===== config.mk =====
export PLATFORM = sky130hd
export DESIGN_NAME = multicycle_control_unit
export DESIGN_NICKNAME = d
export VERILOG_FILES = /design/src/rtl/cpu_pkg.sv /design/src/rtl/mem_wait_timer.sv /design/src/rtl/multicycle_control_unit.sv
export SDC_FILE = /design/constraint.sdc
export NUM_CORES = 1
export LEC_CHECK = 0
export BUFFER_PORTS_ARGS = -buffer_cell sky130_fd_sc_hd__buf_4
export CAP_MARGIN = 20
export CELL_PAD_IN_SITES_DETAIL_PLACEMENT = 1
export CELL_PAD_IN_SITES_GLOBAL_PLACEMENT = 1
export CORE_MARGIN = 2
export CORE_UTILIZATION = 29
export CTS_CLUSTER_DIAMETER = 80
export CTS_CLUSTER_SIZE = 25
export DETAILED_ROUTE_END_ITERATION = 12
export GPL_ROUTABILITY_DRIVEN = 1
export PLACE_DENSITY_LB_ADDON = 0.1
export SLEW_MARGIN = 30
export SYNTH_ARGS = -nofsm -noshare
export SYNTH_HDL_FRONTEND = slang
export SYNTH_HIERARCHICAL = 1
export SYNTH_SLANG_ARGS = --single-unit

===== constraint.sdc =====
create_clock -name clk -period 3.8 [get_ports clk]
set_input_delay 0.76 -clock clk [delete_from_list [all_inputs] [get_ports clk]]
set_output_delay 0.76 -clock clk [all_outputs]
set_load 0.1 [all_outputs]

===== src/rtl/cpu_pkg.sv =====
// Shared CPU constants: opcodes, control FSM state encodings, ALUop codes.
// Also used by ALUcontrolUnit.
package cpu_pkg;

  typedef enum logic [3:0] {
    ST_FETCH    = 4'd0,
    ST_DECODE   = 4'd1,
    ST_MEMADDR  = 4'd2,
    ST_MEMREAD  = 4'd3,
    ST_MEMWB    = 4'd4,
    ST_MEMWRITE = 4'd5,
    ST_EXEC     = 4'd6,
    ST_RWB      = 4'd7,
    ST_BRANCH   = 4'd8,
    ST_JUMP     = 4'd9,
    ST_IEXEC    = 4'd10,
    ST_IWB      = 4'd11,
    ST_HALT     = 4'd12,
    ST_TRAP     = 4'd13
  } state_t;

  localparam logic [3:0] OP_LW   = 4'h0;
  localparam logic [3:0] OP_SW   = 4'h1;
  localparam logic [3:0] OP_BEQ  = 4'hA;
  localparam logic [3:0] OP_JMP  = 4'hB;
  localparam logic [3:0] OP_ADDI = 4'hC;
  localparam logic [3:0] OP_HALT = 4'hF;

  localparam logic [1:0] ALU_RTYPE = 2'b00;
  localparam logic [1:0] ALU_SUB   = 2'b01;
  localparam logic [1:0] ALU_ADD   = 2'b10;
  localparam logic [1:0] ALU_PC    = 2'b11;

  function automatic logic is_rtype(input logic [3:0] op);
    return (op >= 4'h2) && (op <= 4'h9);
  endfunction

endpackage


===== src/rtl/mem_wait_timer.sv =====
// Counts consecutive not-ready cycles of a memory wait state and flags
// a timeout once the count reaches LIMIT (LIMIT=0 disables the timeout).
module mem_wait_timer
  import cpu_pkg::*;
#(
  parameter int LIMIT = 15
) (
  input  logic clk,
  input  logic reset,
  input  logic waiting,
  input  logic ready,
  input  logic clear,
  output logic timeout
);

  localparam int W = (LIMIT < 2) ? 1 : $clog2(LIMIT + 1);
  localparam logic [W-1:0] CAP = W'(LIMIT);

  logic [W-1:0] cnt;

  assign timeout = (LIMIT != 0) && waiting && !ready && (cnt == CAP);

  always_ff @(posedge clk) begin
    if (reset || clear) begin
      cnt <= '0;
    end else if (waiting && !ready && (cnt != '1)) begin
      cnt <= cnt + 1'b1;
    end
  end

endmodule


===== src/rtl/multicycle_control_unit.sv =====
// Multicycle CPU control FSM with memory wait timeout.
// Optional: CTRL_ILLEGAL_TRAP_EN traps illegal opcodes in TRAP.
module multicycle_control_unit
  import cpu_pkg::*;
#(
  parameter int TIMEOUT_CYCLES = 15
) (
  input  logic       clk,
  input  logic       reset,
  input  logic [3:0] Opcode,
  input  logic       Zero,
  input  logic       MemReady,
  output logic       PCWrite,
  output logic       PCWriteCond,
  output logic       IorD,
  output logic       MemRead,
  output logic       MemWrite,
  output logic       MemtoReg,
  output logic       IRWrite,
  output logic       ALUSrcA,
  output logic       RegWrite,
  output logic       RegDst,
  output logic [1:0] PCSource,
  output logic [1:0] ALUSrcB,
  output logic [1:0] ALUop,
  output logic [3:0] State,
  output logic       Halted,
  output logic       MemTimeout,
  output logic       IllegalOp
);

  state_t state;
  state_t next;
  logic   waiting;
  logic   timeout;

  // Branch resolution happens in the datapath via PCWriteCond & Zero.
  logic unused_zero;
  assign unused_zero = Zero;

  assign waiting = (state == ST_FETCH) || (state == ST_MEMREAD) ||
                   (state == ST_MEMWRITE);

  mem_wait_timer #(
    .LIMIT(TIMEOUT_CYCLES)
  ) u_timer (
    .clk    (clk),
    .reset  (reset),
    .waiting(waiting),
    .ready  (MemReady),
    .clear  ((next != state) || timeout),
    .timeout(timeout)
  );

  assign MemTimeout = timeout && !reset;
  assign State      = state;

  always_comb begin
    next = state;
    case (state)
      ST_FETCH:    if (MemReady) next = ST_DECODE;
      ST_DECODE: begin
        unique case (1'b1)
          (Opcode == OP_LW) || (Opcode == OP_SW): next = ST_MEMADDR;
          is_rtype(Opcode):       next = ST_EXEC;
          (Opcode == OP_BEQ):     next = ST_BRANCH;
          (Opcode == OP_JMP):     next = ST_JUMP;
          (Opcode == OP_ADDI):    next = ST_IEXEC;
          (Opcode == OP_HALT):    next = ST_HALT;
`ifdef CTRL_ILLEGAL_TRAP_EN
          default:                next = ST_TRAP;
`else
          default:                next = ST_FETCH;
`endif
        endcase
      end
      ST_MEMADDR:  next = (Opcode == OP_SW) ? ST_MEMWRITE : ST_MEMREAD;
      ST_MEMREAD:  if (MemReady) next = ST_MEMWB;
                   else if (timeout) next = ST_FETCH;
      ST_MEMWRITE: if (MemReady || timeout) next = ST_FETCH;
      ST_MEMWB:    next = ST_FETCH;
      ST_EXEC:     next = ST_RWB;
      ST_RWB:      next = ST_FETCH;
      ST_BRANCH:   next = ST_FETCH;
      ST_JUMP:     next = ST_FETCH;
      ST_IEXEC:    next = ST_IWB;
      ST_IWB:      next = ST_FETCH;
      ST_HALT:     next = ST_HALT;
`ifdef CTRL_ILLEGAL_TRAP_EN
      ST_TRAP:     next = ST_TRAP;
`endif
      default:     next = ST_FETCH;
    endcase
  end

`ifdef CTRL_ILLEGAL_TRAP_EN
  logic illegal_q;
  assign IllegalOp = illegal_q;
`else
  assign IllegalOp = 1'b0;
`endif

  always_ff @(posedge clk) begin
    if (reset) begin
      state  <= ST_FETCH;
      Halted <= 1'b0;
`ifdef CTRL_ILLEGAL_TRAP_EN
      illegal_q <= 1'b0;
`endif
    end else begin
      state  <= next;
      Halted <= (next == ST_HALT);
`ifdef CTRL_ILLEGAL_TRAP_EN
      illegal_q <= (next == ST_TRAP);
`endif
    end
  end

  always_comb begin
    PCWrite     = 1'b0;
    PCWriteCond = 1'b0;
    IorD        = 1'b0;
    MemRead     = 1'b0;
    MemWrite    = 1'b0;
    MemtoReg    = 1'b0;
    IRWrite     = 1'b0;
    ALUSrcA     = 1'b0;
    RegWrite    = 1'b0;
    RegDst      = 1'b0;
    PCSource    = 2'b00;
    ALUSrcB     = 2'b00;
    ALUop       = 2'b00;
    case (state)
      ST_FETCH: begin
        MemRead = 1'b1;
        ALUSrcB = 2'b01;
        ALUop   = ALU_PC;
        PCWrite = MemReady;
        IRWrite = MemReady;
      end
      ST_DECODE: begin
        ALUSrcB = 2'b11;
        ALUop   = ALU_PC;
      end
      ST_MEMADDR, ST_IEXEC: begin
        ALUSrcA = 1'b1;
        ALUSrcB = 2'b10;
        ALUop   = ALU_ADD;
      end
      ST_MEMREAD: begin
        MemRead = 1'b1;
        IorD    = 1'b1;
      end
      ST_MEMWRITE: begin
        MemWrite = 1'b1;
        IorD     = 1'b1;
      end
      ST_MEMWB: begin
        RegWrite = 1'b1;
        MemtoReg = 1'b1;
      end
      ST_IWB:  RegWrite = 1'b1;
      ST_EXEC: begin
        ALUSrcA = 1'b1;
        ALUop   = ALU_RTYPE;
      end
      ST_RWB: begin
        RegWrite = 1'b1;
        RegDst   = 1'b1;
      end
      ST_BRANCH: begin
        ALUSrcA     = 1'b1;
        ALUop       = ALU_SUB;
        PCWriteCond = 1'b1;
        PCSource    = 2'b01;
      end
      ST_JUMP: begin
        PCWrite  = 1'b1;
        PCSource = 2'b10;
      end
      default: ;
    endcase
    // An abandoned memory access must not commit anything.
    if (timeout) begin
      MemWrite    = 1'b0;
      PCWrite     = 1'b0;
      IRWrite     = 1'b0;
      RegWrite    = 1'b0;
      PCWriteCond = 1'b0;
    end
    if (reset) begin
      PCWrite     = 1'b0;
      PCWriteCond = 1'b0;
      IorD        = 1'b0;
      MemRead     = 1'b0;
      MemWrite    = 1'b0;
      MemtoReg    = 1'b0;
      IRWrite     = 1'b0;
      ALUSrcA     = 1'b0;
      RegWrite    = 1'b0;
      RegDst      = 1'b0;
      PCSource    = 2'b00;
      ALUSrcB     = 2'b00;
      ALUop       = 2'b00;
    end
  end

endmodule


After elaboration in Yosys (flattened, before gate mapping)
Cells that the tools add are included.
{ "op_classes": {"n_lt_le_gt_ge": 2, "n_reduce_logical": 21, "eq_ne": 21, "addsub": 1, "n_mux": 38} }
{ "op_table": {"columns": ["operator", "n"], "rows": [
  ["== test 4 bit (second input constant)", 11],
  ["one-hot mux 4 bit (8 select lines)", 1],
  ["2-to-1 mux 1 bit", 24],
  ["one-hot mux 4 bit (6 select lines)", 1],
  ["== test 4 x 3 -> 1 bit (second input constant)", 4],
  ["2-to-1 mux 4 bit", 4],
  ["one-hot mux 2 bit (3 select lines)", 2],
  ["== test 4 x 1 -> 1 bit (second input constant)", 2],
  ["== test 4 x 2 -> 1 bit (second input constant)", 2],
  ["zero test 4 bit", 2],
  ["OR reduction 2 bit", 4],
  ["logical OR 1 bit", 6],
  ["2-to-1 mux 2 bit", 3],
  ["logical AND 1 bit", 5],
  ["adder 4 x 1 -> 4 bit (second input constant)", 1],
  [">= comparator 4 x 2 -> 1 bit (second input constant)", 1],
  ["<= comparator 4 bit (second input constant)", 1],
  ["inequality test 4 bit", 1],
  ["inequality test 4 bit (second input constant)", 1],
  ["one-hot mux 2 bit (2 select lines)", 1],
  ["OR reduction 4 bit", 1],
  ["2-to-1 mux 3 bit", 1],
  ["OR reduction 3 bit", 1],
  ["zero test 1 bit", 2],
  ["one-hot mux 1 bit (2 select lines)", 1]
]} }
{ "word_totals": {"input_bits": 8, "ff_bits": 9, "word_cells": 86, "out_inout_bits": 23} }

Longest topological paths before layout
{ "logic_depth": {"word_depth": 11, "mapped_depth": 15, "ltp_nobuf": 14} }

Hierarchy
Netlist, hierarchy kept.
{ "by_module_without_submodules": {"columns": ["mod", "n_inst", "seq_area_each_um2", "area_per_inst_um2", "cells_per_inst"], "rows": [
  ["multicycle_control_unit", 1, 100.1, 643.1, 95],
  ["mem_wait_timer", 1, 80.1, 240.2, 24]
]} }

Least setup slack after synthesis
No wires, ideal clock.
{ "synth_timing": {"path_kind": "flip-flop to output port", "start": "register state[1], in the netlist State[1]", "end": "output ALUop[1]", "path_slack_ns": -3.009, "path_buffers": 1, "required_time_ns": 3.040, "arrival_time_ns": 6.049, "path_stages_with_launch": 4, "cell_sequence": "dfxtp_1 -> buf_2 -> nor2b_1 -> a2111oi_0"} }
{ "synth_via": {"elab_chain_cells": 4, "word_cells_on_any_way": 9, "cone_classes": "eq/ne: 4; mux: 2; reduce/logical: 3"} }
{ "synth_rtl": {"columns": ["item", "line_no", "source"], "rows": [
  ["start, declared", "multicycle_control_unit.sv:32", "state_t state;"],
  ["start signal, assigned", "multicycle_control_unit.sv:111", "state <= next;"],
  ["== test 4 x 2 -> 1 bit, or another cell as far along", "multicycle_control_unit.sv:133", "case (state)"],
  ["OR reduction 2 bit", null, null],
  ["one-hot mux 2 bit (3 select lines) *", "multicycle_control_unit.sv:133", null],
  ["2-to-1 mux 2 bit *", "multicycle_control_unit.sv:191", "if (reset) begin"],
  ["end, declared", "multicycle_control_unit.sv:25", "output logic [1:0] ALUop,"]
]} }
Mark *: on every way between the ends. The rest lies on a longest branch, timed or not.

Worst setup path after layout
{ "layout_timing": {"start": "register state[1], in the netlist State[1]", "end": "output MemTimeout"} }
{ "layout_via": {"elab_chain_cells": 6, "word_cells_on_any_way": 8, "cone_classes": "eq/ne: 2; reduce/logical: 6"} }
{ "layout_rtl": {"columns": ["item", "line_no", "source"], "rows": [
  ["== test 4 x 2 -> 1 bit / zero test 4 bit (equally long branches)", "multicycle_control_unit.sv:41", "assign waiting = (state == ST_FETCH) || (state == ST_MEMREAD) ||"],
  ["logical OR 1 bit", "multicycle_control_unit.sv:41", null],
  ["logical OR 1 bit *", "multicycle_control_unit.sv:41", null],
  ["net waiting", "multicycle_control_unit.sv:34", "logic waiting;"],
  ["logical AND 1 bit * (2 in series)", "mem_wait_timer.sv:21", "assign timeout = (LIMIT != 0) && waiting && !ready && (cnt == CAP);"],
  ["net timeout", "multicycle_control_unit.sv:35", "logic timeout;"],
  ["logical AND 1 bit *", "multicycle_control_unit.sv:55", "assign MemTimeout = timeout && !reset;"],
  ["end, declared", "multicycle_control_unit.sv:28", "output logic MemTimeout,"]
]} }
Mark *: on every way through the listed nets, which the timed path passes. The rest lies on a longest branch.

==> metrics.txt <==
Post-CTS Setup Inserts=0; commonest cells after routing, fill and taps aside=buf_4, nand2_1, nor2_1; clock net sink count=9; cell total after placement=approximately 170; setup slack after layout=between 0.2 and 0.3 ns; Max Root-Sink Buffers=2; last weighted congestion value of the routability-driven placer=0.7079; worst-skew pair later-pin latency=approximately 0.27 ns; total length of routed wires=between 2000 and 3000 microns; vias after detailed routing=1008; Final Slew Violations=0; synthesis-stage register bit count=9; number of warnings reported in the yosys synthesis log=6; total of buffers placed on input and output ports=28; simple-gate portion of the synthesized area=44.62%; Max rail drop VDD=0.1255 mV; number of enable-type register cells in the synthesized netlist=0; required time of the worst setup path=3.04 ns; area share of the largest cell type after synthesis=between 20% and 30%; core region area=slightly below 0.003 sq mm; largest net degree at the start of global routing=24; signed area change from the synthesized netlist to the final layout=37.68%; Max Freq=approximately 0.28 GHz; length of the first detailed-routing pass in iterations=4; Worst setup EP type=primary output; crit start category=flop; sequential area share after synthesis=just over 20%; Final Hold Fails=0; result of the run=finished, final reports clean; overall die area=0.003503 sq mm; number of setup violations in the final report=0; Die X-Extent=between 50 and 60 microns; average vias per placed instance=~5.8; post-synthesis area per instance=7.423 sq um; post-synthesis cell type with the largest combined area=dfxtp_1; hold-fix buffer count after cts=0; post-synthesis adder-cell area fraction=1.416%; post-synthesis cell count=119; most area-consuming cells after synthesis=dfxtp_1, nor3_1, nand2b_1, nor2_1, nor4_1; tightest slew margin relative to the limit=54.88%; top routing layer in use=met4; wire length per cell after detailed routing=between 15 and 20 microns; number of cell rows=20; critical path cell sequence=nand2b_2 > nand2_1 > mux2_2 > nor2_1 > nor2b_4 > and4_2 > nor2b_2 > buf_4; synthesized-area fraction occupied by xor and xnor cells=approximately 4%; sum of net half-perimeters after detailed placement=2026 microns; WS Path Type=reg -> out; CTS root buf=clkbuf_4; worst slack at placement=approximately 0.43 ns; floorplan die height=between 50 and 60 microns; DRC errors left=0; post-synthesis compound-gate area fraction=22.95%; Worst path slowest cell=dfxtp_2; fin cells=between 150 and 200; I/O pin total=31; final critical-path share of the clock period=roughly 93%; Max Clock Skew=between 0.009 and 0.01 ns; aggregate global-route resource usage=between 10% and 20%; main combinational cell family by area after synthesis=simple AND/OR/NAND/NOR gates; leading register cell type out of synthesis=dfxtp_1; worst hold-check path type=reg -> reg; proportion of synthesized flip-flops having asynchronous set or reset=0%; Met3 Wirelength=approximately 120 microns; number of antenna violations at the first check in global routing=0; number of global-route vias before repair=slightly below 1000; global-route wire length before repair=4747 microns; met2 routed wirelength=1297 microns; diode insertion count for antenna repair=0; Least-Margin Pin Slew=0.6674 ns; post-cts repair resize count=0; TritonCTS clock tree=done; final critical delay including setup and external delays=~3.5 ns; biggest fanout along the worst timing path=15; length of routed wiring on met1=roughly 1400 microns; H-tree lvl count=1; LEAKAGE=~0.47 nW; effective utilization at floorplan=between 20% and 30%; peak per-stage delay on the critical path=about 0.52 ns; share of cell area taken by muxes after synthesis=under 10%; areal power density over the cells=roughly 410 mW/mm^2; synth unique cells=48; fraction of layout instances using a drive strength above 1=roughly 40%; most frequent standard cell in the layout excluding fill and tap cells=buf_4; post-synthesis net count=128; CTS clk-pin slew, worst paths=approximately 0.070 ns; data arrival time of the worst path=roughly 2.8 ns; total congestion overflow=0; post-layout net count=around 150; Detailed Route Iter0 Violations=30; RSZ-0062 raised after global routing=no; TritonCTS Buffers=3; Cell Area, Synth=883.3 sq um; number of maximum-capacitance violations=0; residual antenna-violating net count after detailed routing=0
-- cells in the mapped netlist, drive strengths merged, types with 3 or more instances --
master / number
o21ai: 6
nor2: 9
nand2: 8
or2: 3
o211ai: 3
a21oi: 6
nor3: 9
nand3: 4
nor2b: 4
xnor2: 3
buf: 3
nor4: 5
nand2b: 6
dfxtp: 9
clkbuf: 6
-- layout make-up --
class	count	area, sq um
clock buffer	4	26.28
fill	380	1762
inverter	1	3.754
multi-input combinational	100	749.5
sequential	9	185.2
tap	33	41.29
timing repair buffer	28	210.2
-- worst max-delay path: cells and delay by family (launching register included) --
| kind | cells | cell delay (ns) |
|---|---|---|
| mux | 1 | 0.27 |
| buf+inv | 1 | 0.29 |
| flops | 1 | 0.52 |
| simple gates | 6 | 1.41 |
-- path summary, 6_finish.rpt --
check / from / end / slack [ns] / cells past startpoint
setup reg to reg: State[1] / u_timer/cnt[0] / 0.52 / 14
setup / recovery: State[1] / MemTimeout / 0.28 / 8
hold / removal: u_timer/cnt[0] / u_timer/cnt[0] / 0.56 / 2
hold reg to reg: u_timer/cnt[0] / u_timer/cnt[0] / 0.56 / 2
-- layer usage --
| layer | up-vias | track usage, % |
|---|---|---|
| li1 | 490 | - |
| met1 | 491 | 24.21 |
| met2 | 25 | 28.57 |
| met3 | 2 | 3.930 |
| met4 | 0 | 2.922 |
| met5 | - | 0 |
-- through the flow --
stage | hold slack (ns) | util (%) | power [mW] | setup TNS, ns | cell area (sq um)
after floorplan | 0.4970 | - | 0.3606 | -2.340 | 975.9
after global placement | 0.5267 | 39.87 | 0.4143 | 0 | 1187
after detailed placement | 0.5475 | 39.87 | 0.4186 | 0 | 1187
after CTS | 0.5594 | 40.76 | 0.4983 | 0 | 1214
after global routing | 0.5984 | 40.84 | 0.5255 | 0 | 1216
final | 0.5582 | 40.84 | 0.4942 | 0 | 1216
-- cell families (layout without fill, tap and decap cells) --
family / Yosys count / in the layout
buffers and inverters: 10 / 33
xor gates and xnor gates: 4 / 4
and+or+nand+nor: 66 / 66
other: 1 / 1
AOI/OAI and AO/OA: 27 / 27
DFF: 9 / 9
adders and majority gates: 1 / 1
muxes: 1 / 1
-- report_power, final --
part / total [mW] / internal, mW / switching (mW)
Clock: 0.0775 / 0.0406 / 0.0369
Combinational: 0.292 / 0.0797 / 0.212
Sequential: 0.125 / 0.102 / 0.0231
Total: 0.494 / 0.222 / 0.272
-- flip-flops by register name (all words and copies together), names as in the netlist --
| signal | flops |
|---|---|
| State | 4 |
| u_timer/cnt | 4 |
| Halted | 1 |
Power figures use the tool's default switching activity.
